[src/rtl/cos_ctrl.sv]
// Sequencing controller for the cos(x) Taylor-series datapath.
// Moore FSM: every strobe and select is decoded from the registered state.
//
// state  | meaning
// IDLE   | waiting for start, ready high
// LOAD   | capture Yin, temp <= 1.0, ans <= 0, adr <= 0, toggle <= add
// SQUARE | x2 <= Xin*Xin; ROM[0] becomes valid
// ACCUM  | ans <= ans +/- temp, flip add/sub for the next term
// MULX2  | temp <= temp*x2
// MULR   | temp <= temp*ROM[adr], adr++
// CHECK  | settle new temp, ygt_temp and ROM refetch
// DONE   | one-cycle done pulse, result valid on ans
module cos_ctrl #(
    parameter bit EARLY_EXIT = 1'b1
) (
    input  logic clk,
    input  logic rst,
    input  logic start,
    input  logic co,
    input  logic ygt_temp,
    output logic ready,
    output logic done,
    output logic ld_y,
    output logic init_temp,
    output logic initseri,
    output logic izcounter,
    output logic clr,
    output logic ldx2,
    output logic ldtemp,
    output logic ldseri,
    output logic cen,
    output logic Tsignal,
    output logic slx,
    output logic slx2,
    output logic slR,
    output logic sltemp
);

    typedef enum logic [2:0] {
        S_IDLE   = 3'd0,
        S_LOAD   = 3'd1,
        S_SQUARE = 3'd2,
        S_ACCUM  = 3'd3,
        S_MULX2  = 3'd4,
        S_MULR   = 3'd5,
        S_CHECK  = 3'd6,
        S_DONE   = 3'd7
    } state_t;

    state_t state, state_nxt;

    always_ff @(posedge clk) begin
        if (rst) begin
            state <= S_IDLE;
        end else begin
            state <= state_nxt;
        end
    end

    always_comb begin
        state_nxt = S_IDLE;
        ready     = 1'b0;
        done      = 1'b0;
        ld_y      = 1'b0;
        init_temp = 1'b0;
        initseri  = 1'b0;
        izcounter = 1'b0;
        clr       = 1'b0;
        ldx2      = 1'b0;
        ldtemp    = 1'b0;
        ldseri    = 1'b0;
        cen       = 1'b0;
        Tsignal   = 1'b0;
        slx       = 1'b0;
        slx2      = 1'b0;
        slR       = 1'b0;
        sltemp    = 1'b0;
        case (state)
            S_IDLE: begin
                ready     = 1'b1;
                state_nxt = start ? S_LOAD : S_IDLE;
            end
            S_LOAD: begin
                ld_y      = 1'b1;
                init_temp = 1'b1;
                initseri  = 1'b1;
                izcounter = 1'b1;
                clr       = 1'b1;
                state_nxt = S_SQUARE;
            end
            S_SQUARE: begin
                slx       = 1'b1;
                ldx2      = 1'b1;
                state_nxt = S_ACCUM;
            end
            S_ACCUM: begin
                // the term is accumulated even when co ends the series here
                ldseri    = 1'b1;
                Tsignal   = 1'b1;
                state_nxt = co ? S_DONE : S_MULX2;
            end
            S_MULX2: begin
                sltemp    = 1'b1;
                slx2      = 1'b1;
                ldtemp    = 1'b1;
                state_nxt = S_MULR;
            end
            S_MULR: begin
                sltemp    = 1'b1;
                slR       = 1'b1;
                ldtemp    = 1'b1;
                cen       = 1'b1;
                state_nxt = S_CHECK;
            end
            S_CHECK: begin
                // a negligible term is dropped rather than accumulated
                state_nxt = (EARLY_EXIT && ygt_temp) ? S_DONE : S_ACCUM;
            end
            S_DONE: begin
                done      = 1'b1;
                state_nxt = S_IDLE;
            end
            default: state_nxt = S_IDLE;
        endcase
    end

endmodule

[config.mk]
export PLATFORM = sky130hd
export DESIGN_NAME = cos_ctrl
export DESIGN_NICKNAME = d
export VERILOG_FILES = /design/src/rtl/cos_ctrl.sv
export SDC_FILE = /design/constraint.sdc
export NUM_CORES = 1
export LEC_CHECK = 0
export BUFFER_PORTS_ARGS = -buffer_cell sky130_fd_sc_hd__buf_2
export CAP_MARGIN = 5
export CELL_PAD_IN_SITES_DETAIL_PLACEMENT = 1
export CELL_PAD_IN_SITES_GLOBAL_PLACEMENT = 1
export CORE_AREA = 5 5 42 44
export CTS_CLUSTER_SIZE = 28
export DETAILED_ROUTE_END_ITERATION = 16
export DIE_AREA = 0 0 47 49
export GPL_ROUTABILITY_DRIVEN = 0
export GPL_TIMING_DRIVEN = 0
export HOLD_SLACK_MARGIN = 0.1
export PLACE_DENSITY = 0.75
export SYNTH_ARGS = -nofsm -noshare
export SYNTH_HDL_FRONTEND = slang
export SYNTH_SLANG_ARGS = --single-unit
[constraint.sdc]
create_clock -name clk -period 1.6 [get_ports clk]
set_input_delay 0 -clock clk [delete_from_list [all_inputs] [get_ports clk]]
set_output_delay 0 -clock clk [all_outputs]
set_load 0.02 [all_outputs]
==> reports/results.ini, run 1 <==
[status]
status=completed

[sta]
worst_pin_slew_ns=0.295
rsz0062_at_grt=false
clock.fmax_mhz=743
tns_ns=0
layout_setup_ws_ns=0.253
report.final.slew_viol_count=0
min_period_over_period_pct=84.2
slew_headroom_pct=80.3
setup_violations=0
min_period_ns=1.35
fin_skew_ns=0.00115
final_hold_viol_count=0

[global_routing]
grt-ovfl-total=0
grt_pass1_wl_um=1030
grt_start_max_net_pins=11
grt_pass1_vias=258
grt_use_total_pct=6.12
antenna_found_initial=0

[placement]
port-buffer-count=20
pre_cts_ws_ns=0.308
hpwlAfterDp_um=591
dpl_cell_area_um2=368
placed_cells=68

[synth]
syn_area_um2=248
ys_seq_area_share_pct=24.2
syn_nets=37
ys_ff_latch=3
avgSynthCellArea_um2=7.74
syn_inst=32
ys_types=16
yosys_warnings=0

[floorplan]
fp.dieW_um=47
start_util_pct=17.7
die_area_um2=2300
dieHeight_um=49
core_um2=1400
io_pins=21
num_rows=14

[pwr]
ir_drop_v=0.000270
pwr_density_cell_nw_per_um2=956
total_leakage_power_nw=0.253

[drt]
drt_drc_violations_left=0
ant_nets=0
first_iter_violations=1
viasPerCell=3.85
drt_pre_antenna_iters=2
vias=285
wl_um=695
wl_per_cell_um=9.39

[worst_setup_path]
slowest_stage=nor3b_2
crit_cells=4
cp.arrival_ns=1.35
cpPeakStageDelay_ns=0.32
cp_num_buf_inv=3
worstPathRequired_ns=1.60
worstSetupEndpointType=output port
worstPathCellList=buf_2 -> nor3b_2 -> buf_4 -> buf_2
path_max_fanout=10
path_class=reg2out
cpLargestDelayFamily=buffers and inverters
worst_path_most_repeated_cell=buf_2
reg2reg_depth=3
startpoint_type=register

[finish]
drive_above_1_share_pct=63.8
max_flop_register=state
largest_reg_flops=3
fillers=184
stdcell_area_um2=419
stdcell_count=74
finalNetCount=64
syn_to_final_growth_pct=69.2
diodes=0
top_regs=state x3

[clock_tree]
clockBufferDepth=2
cts_tree=yes
clk_latency_ns=0.23
clock_tree.htree_level_count=1
clk_pin_slew_worst_paths_ns=0.04
clock_sinks=3
cts_inserted_buffers=3
cts_root_buf=clkbuf_4

[min_path]
hold_class=in2reg
worstHoldPathCells=3

[flow_run]
cap_viol_max_count=0

final cells by class:
cell class	instances	area [um2]	area share [%]
well taps	16	20.0	4.78
flip-flops and latches	3	60.1	14.3
plain buffers	10	70.1	16.7
clock buffers	4	26.3	6.27
repair buffers	22	120	28.7
multi-input cells	18	119	28.4
inverters	1	3.75	0.896
Yosys cell counts:
| cell | count | share of area (%) |
|---|---|---|
| buf_4 | 8 | 24 |
| nor2_1 | 4 | 6.1 |
| dfxtp_1 | 3 | 24 |
| buf_2 | 2 | 4.0 |
| nand2b_1 | 2 | 5.0 |
| nor3_1 | 2 | 4.0 |
| nor3b_1 | 2 | 6.1 |
| a211oi_1 | 1 | 3.0 |
| a21boi_0 | 1 | 3.0 |
| a21oi_1 | 1 | 2.0 |
| and3_2 | 1 | 3.0 |
| and3_4 | 1 | 4.5 |
| inv_2 | 1 | 1.5 |
| nand2_1 | 1 | 1.5 |
| o21ba_1 | 1 | 4.0 |
| o32ai_1 | 1 | 3.5 |
layout by cell type (no fill, tap or decap):
cell type	n
o32ai_1	1
nand2b_1	2
clkbuf_4	3
nor3_1	2
a21oi_1	1
dlygate4sd3_1	2
buf_4	8
inv_2	1
dfxtp_1	3
and3_4	1
buf_2	22
nor3b_2	1
a21boi_0	1
and3_2	1
nand2_1	1
o21ba_1	1
a211oi_1	1
nor2_1	4
nor3b_1	1
clkbuf_1	1
metrics by stage:
stage	hold WS, ns	power (mW)	util, %
6_report	0.122	0.401	29.9
5_1_grt	0.191	0.426	29.9
4_1_cts	0.127	0.410	29.6
3_5_place_dp	0.217	0.268	26.3
3_3_place_gp	0.217	0.265	26.3
2_1_floorplan	0.0728	0.217	-
repair_timing:
action | CTS | global route
endpoints found under the hold margin | 3 | 0
hold buffers | 2 | 0
gates resized for setup | 0 | 1
setup buffers | 0 | 0
setup endpoints to repair | 0 | 4
routing by layer:
metal  part of all wire (%)  global-route usage [%]  up-vias
li1                       -                       -      152
met1                     33                    6.58      117
met2                     47                    10.2       16
met3                     19                    2.21        0
met4                      0                    2.76        0
met5                      0                       0        -
worst register-to-register path, delay by kind of cell (launching register included):
family                 cells  cell delay (ns)
buffers and inverters      1             0.10
AOI/OAI and AO/OA          2             0.36
DFF                        1             0.45
path summary, 6_finish.rpt:
path                            slack (ns)      from   endpoint
worst max-delay path                  0.25  state[1]  izcounter
worst min-delay path                  0.12        co   state[0]
worst max register to register        0.56  state[2]   state[0]
worst min register to register        0.50  state[1]   state[0]
power by group:
| part | leakage (nW) | switching (mW) | total (mW) | internal (mW) |
|---|---|---|---|---|
| sequential | 0.0248 | 0.00620 | 0.0896 | 0.0834 |
| clock | 0.0150 | 0.0391 | 0.133 | 0.0935 |
| combinational | 0.213 | 0.100 | 0.178 | 0.0783 |
| total | 0.253 | 0.145 | 0.401 | 0.255 |
logic make-up (layout without fill, tap and decap cells):
group / Yosys count / count (layout) / share of synthesized area, %
simple gates: 13 / 13 / 30.3
flops: 3 / 3 / 24.2
compound gates: 5 / 5 / 15.7
buf+inv: 11 / 37 / 29.8
No activity file was read; power rests on OpenSTA's default activity.
==> inputs of run 2 (changes only) <==
- clock period: 1.6 -> 1.3 ns (I/O delays scaled with it)
==> reports/results.ini, run 2 (same netlist as run 1, synthesis figures left out) <==
[status]
status=completed

[pwr]
total_leakage_power_nw=0.265
internal_power_mw=0.343
p_seq_share_pct=22.4
swShare_pct=34.7
p_sw_mw=0.183
pwr_density_cell_nw_per_um2=1140
ir_drop_v=0.000433
p_clk_share_pct=29.7
combPwrFrac_pct=47.9

[clock_tree]
cts_root_buf=clkbuf_4
clk_pin_slew_worst_paths_ns=0.03
clockBufferDepth=2
cts_tree=yes
clk_latency_ns=0.23
post-cts-setup-buffers=0
cts_inserted_buffers=3
clock_tree.htree_level_count=1
clock_sinks=3

[drt]
vias=295
drt_drc_violations_left=0
drt_pre_antenna_iters=1
wl_per_cell_um=10.1
wl_met2_um=358
maxUsedRoutingLayer=met3
ant_nets=0
viasPerCell=3.93
first_iter_violations=0
wl_met1_um=266
wl_um=757
wl_met3_um=132

[floorplan]
core_um2=1400
num_rows=14
fp.dieW_um=47
start_util_pct=17.7
io_pins=21
die_area_um2=2300
dieHeight_um=49

[worst_setup_path]
worstPathRequired_ns=1.30
slowest_stage=dfxtp_2
worst_path_most_repeated_cell=buf_4
reg2reg_depth=3
cpLargestDelayFamily=buffers and inverters
path_class=reg2out
crit_path_start=state[1]
crit_cells=4
startpoint_type=register
worstPathCellList=buf_6 -> nor3b_4 -> buf_4 -> buf_4
cp_num_buf_inv=3
r2r_end=state[0]
rrSetupSlack_ns=0.25
crit_path_end=izcounter
cpPeakStageDelay_ns=0.33
path_max_fanout=10
cp.arrival_ns=1.22
rr_startpoint=state[2]
worstSetupEndpointType=output port

[finish]
max_flop_register=state
drive_above_1_share_pct=71.2
finalNetCount=65
largest_reg_flops=3
diodes=0
final_common_cell=buf_2
top_regs=state x3
stdcell_area_um2=462
syn_to_final_growth_pct=86.4
final_cell_mix=17 x buf_2, 12 x buf_4, 4 x nor2_1, 3 x clkbuf_4, 3 x dfxtp_2

[sta]
min_period_ns=1.22
layout_setup_ws_ns=0.0756
rsz0062_at_grt=false
worst_pin_slew_ns=0.291
final_hold_viol_count=0
fin_skew_ns=0.000331
clock.fmax_mhz=817
report.final.slew_viol_count=0
setup_violations=0
holdWs_ns=0.143
slew_headroom_pct=80.4
min_period_over_period_pct=94.2
tns_ns=0

[global_routing]
antenna_found_initial=0
grt_use_total_pct=6.76
grt_pass1_wl_um=1110
grt_pass1_vias=274
grt-ovfl-total=0
grt_start_max_net_pins=11

[flow_run]
cap_viol_max_count=0

[placement]
hpwlAfterDp_um=613
dpl_cell_area_um2=378
port-buffer-count=20
pre_cts_ws_ns=0.162

[min_path]
hold_class=in2reg

run 2: cell count changes in the layout (fill, tap and decap cells not counted):
cell,change
buf_2,-5
buf_4,+4
buf_6,+2
dfxtp_1,-3
dfxtp_2,+3
nor3b_1,-1
nor3b_4,+1
run 2: metrics by stage:
step / total power [mW] / cells / utilization [%]
3_5_place_dp: 0.334 / 68 / 27.0
6_report: 0.526 / 75 / 32.9
5_1_grt: 0.561 / 75 / 32.9
3_3_place_gp: 0.329 / 68 / 27.0
2_1_floorplan: 0.271 / 32 / -
4_1_cts: 0.514 / 74 / 31.2
run 2: power groups by stage:
stage	clock network, mW	logic (mW)	registers [mW]
floorplan	0	0.160	0.110
global placement	0	0.217	0.112
detailed placement	0	0.221	0.113
CTS	0.165	0.236	0.113
global route	0.170	0.271	0.119
finish	0.156	0.252	0.118
run 2: how the worst min path moves through the flow:
| stage | startpoint | end | slack, ns | cells past startpoint |
|---|---|---|---|---|
| floorplan | rst | state[1] | 0.07 | 1 |
| global placement | rst | state[1] | 0.21 | 2 |
| detailed placement | rst | state[1] | 0.22 | 2 |
| CTS | co | state[0] | 0.15 | 3 |
| global route | co | state[0] | 0.21 | 3 |
| finish | co | state[0] | 0.14 | 3 |
run 2: layout make-up:
type / instances / area [um2]
plain buffers: 10 / 82.6
clock buffers: 4 / 26.3
fillers: 183 / 940
inverters: 1 / 3.75
multi-input cells: 18 / 130
flip-flops and latches: 3 / 63.8
well taps: 16 / 20.0
repair buffers: 23 / 135
run 2: timing repair:
item	4_1_cts	5_1_grt
pin swaps	1	1
hold buffers	2	0
endpoints found under the setup margin	5	5
gates resized for setup	4	8
cloned	0	1
endpoints found under the hold margin	3	0
run 2: worst register-to-register path, cell delays in order (launching register included):
cell and delay, ns:
dfxtp_2 0.41, inv_2 0.08, a21boi_0 0.27, o32ai_1 0.15
run 2: routing by layer:
| layer | GRT usage, % | vias to the layer above |
|---|---|---|
| met1 | 6.58 | 125 |
| met4 | 4.15 | 0 |
| met3 | 4.06 | 0 |
| met2 | 10.4 | 16 |
| met5 | 0 | - |
| li1 | - | 154 |
==> inputs of run 3 (changes only) <==
- PLACE_DENSITY: 0.75 -> default
- PLACE_DENSITY_LB_ADDON: default -> 0.1
==> reports/results.ini, run 3 (same netlist as run 1, synthesis figures left out) <==
[pwr]
p_sw_mw=0.192
ir_drop_v=0.000485
total_leakage_power_nw=0.273
p_seq_share_pct=21.4
pwr_density_cell_nw_per_um2=1140
swShare_pct=35.0
combPwrFrac_pct=49.2
internal_power_mw=0.357
p_clk_share_pct=29.4

[finish]
largest_reg_flops=3
drive_above_1_share_pct=71.7
final_common_cell=buf_2
syn_to_final_growth_pct=93.9
regArea_um2=63.8
fillers=178
diodes=0
max_flop_register=state
top_regs=state x3
multi_input_area_um2=130
stdcell_area_um2=480
final_cell_mix=17 x buf_2, 10 x buf_4, 5 x buf_6, 4 x nor2_1
finalNetCount=66

[worst_setup_path]
cpPeakStageDelay_ns=0.33
slowest_stage=dfxtp_2
cpLargestDelayFamily=buffers and inverters
path_class=reg2out
worstPathCellList=buf_6 -> nor3b_4 -> buf_4 -> buf_4
worstPathRequired_ns=1.30
worst_path_most_repeated_cell=buf_4
cp_num_buf_inv=3
startpoint_type=register
path_max_fanout=10
cp.arrival_ns=1.24
worstSetupEndpointType=output port

[floorplan]
num_rows=14
dieHeight_um=49
fp.dieW_um=47
core_um2=1400
start_util_pct=17.7
io_pins=21
die_area_um2=2300

[clock_tree]
clock_tree.htree_level_count=1
clock_sinks=3
clk_pin_slew_worst_paths_ns=0.04
cts_root_buf=clkbuf_4
clk_latency_ns=0.23
cts_inserted_buffers=3
cts_tree=yes
clockBufferDepth=2

[drt]
wl_met1_um=272
ant_nets=0
wl_um=854
wl_met2_um=496
viasPerCell=4.14
wl_per_cell_um=11.2
wl_met3_um=71
maxUsedRoutingLayer=met4
first_iter_violations=0
vias=315
drt_pre_antenna_iters=1
drt_drc_violations_left=0

[sta]
min_period_ns=1.24
slew_headroom_pct=82.9
setup_violations=0
final_hold_viol_count=0
report.final.slew_viol_count=0
fin_skew_ns=0.00163
min_period_over_period_pct=95.1
clock.fmax_mhz=809
worst_pin_slew_ns=0.254
layout_setup_ws_ns=0.0639
holdWs_ns=0.107

[global_routing]
grt_pass1_vias=336
antenna_found_initial=0
grt-ovfl-total=0
grt_start_max_net_pins=11
grt_use_total_pct=7.67
grt_pass1_wl_um=1280

[placement]
dpl_cell_area_um2=378
port-buffer-count=20
hpwlAfterDp_um=654
pre_cts_ws_ns=0.144

[min_path]
hold_class=in2reg

[status]
status=completed

[flow_run]
cap_viol_max_count=0

-- run 3: changes by cell type in the layout (fill, tap and decap cells not counted) --
cell and delta:
buf_4 -2, buf_6 +3
-- run 3: layout make-up --
class / count / share of cell area, %
buffer: 10 / 17.2
clock buffer: 4 / 5.47
inverter: 1 / 0.781
multi-input combinational: 18 / 27.1
sequential: 3 / 13.3
tap: 16 / 4.17
timing repair buffer: 24 / 32.0
-- run 3: metal layers --
metal | track usage, % | up-vias
li1 | - | 157
met1 | 6.78 | 145
met2 | 12.9 | 11
met3 | 1.85 | 2
met4 | 7.37 | 0
met5 | 0 | -
-- run 3: worst min-delay path, cell delays in order --
cell      delay [ns]
buf_2           0.08
a21boi_0        0.10
o32ai_1         0.11
-- run 3: worst paths after layout --
kind / slack (ns) / from / endpoint / depth (start not counted)
worst max-delay path: 0.06 / state[1] / ld_y / 4
worst min-delay path: 0.11 / co / state[0] / 3
worst max register to register: 0.25 / state[0] / state[0] / 4
worst min register to register: 0.50 / state[1] / state[0] / 2
-- run 3: what timing repair did --
action | 4_1_cts | 5_1_grt
gates resized for setup | 4 | 11
hold endpoints to repair | 3 | 0
pin swaps | 1 | 1
buffers inserted | 0 | 1
hold buffers | 2 | 0
setup endpoints to repair | 6 | 5
cloned | 0 | 1
-- run 3: power groups by stage --
stage                     registers (mW)  logic (mW)  clock network (mW)
after global placement             0.112       0.219                   0
after global routing               0.120       0.291               0.178
after CTS                          0.113       0.239               0.169
after floorplan                    0.110       0.160                   0
final                              0.118       0.270               0.161
after detailed placement           0.113       0.224                   0
-- run 3: metrics by stage --
stage	power [mW]	util [%]	cells	setup TNS (ns)
after floorplan	0.271	-	32	0
after global placement	0.331	27.0	68	0
after detailed placement	0.337	27.0	68	0
after CTS	0.521	31.2	74	0
after global routing	0.588	34.3	76	-0.00670
final	0.549	34.3	76	0
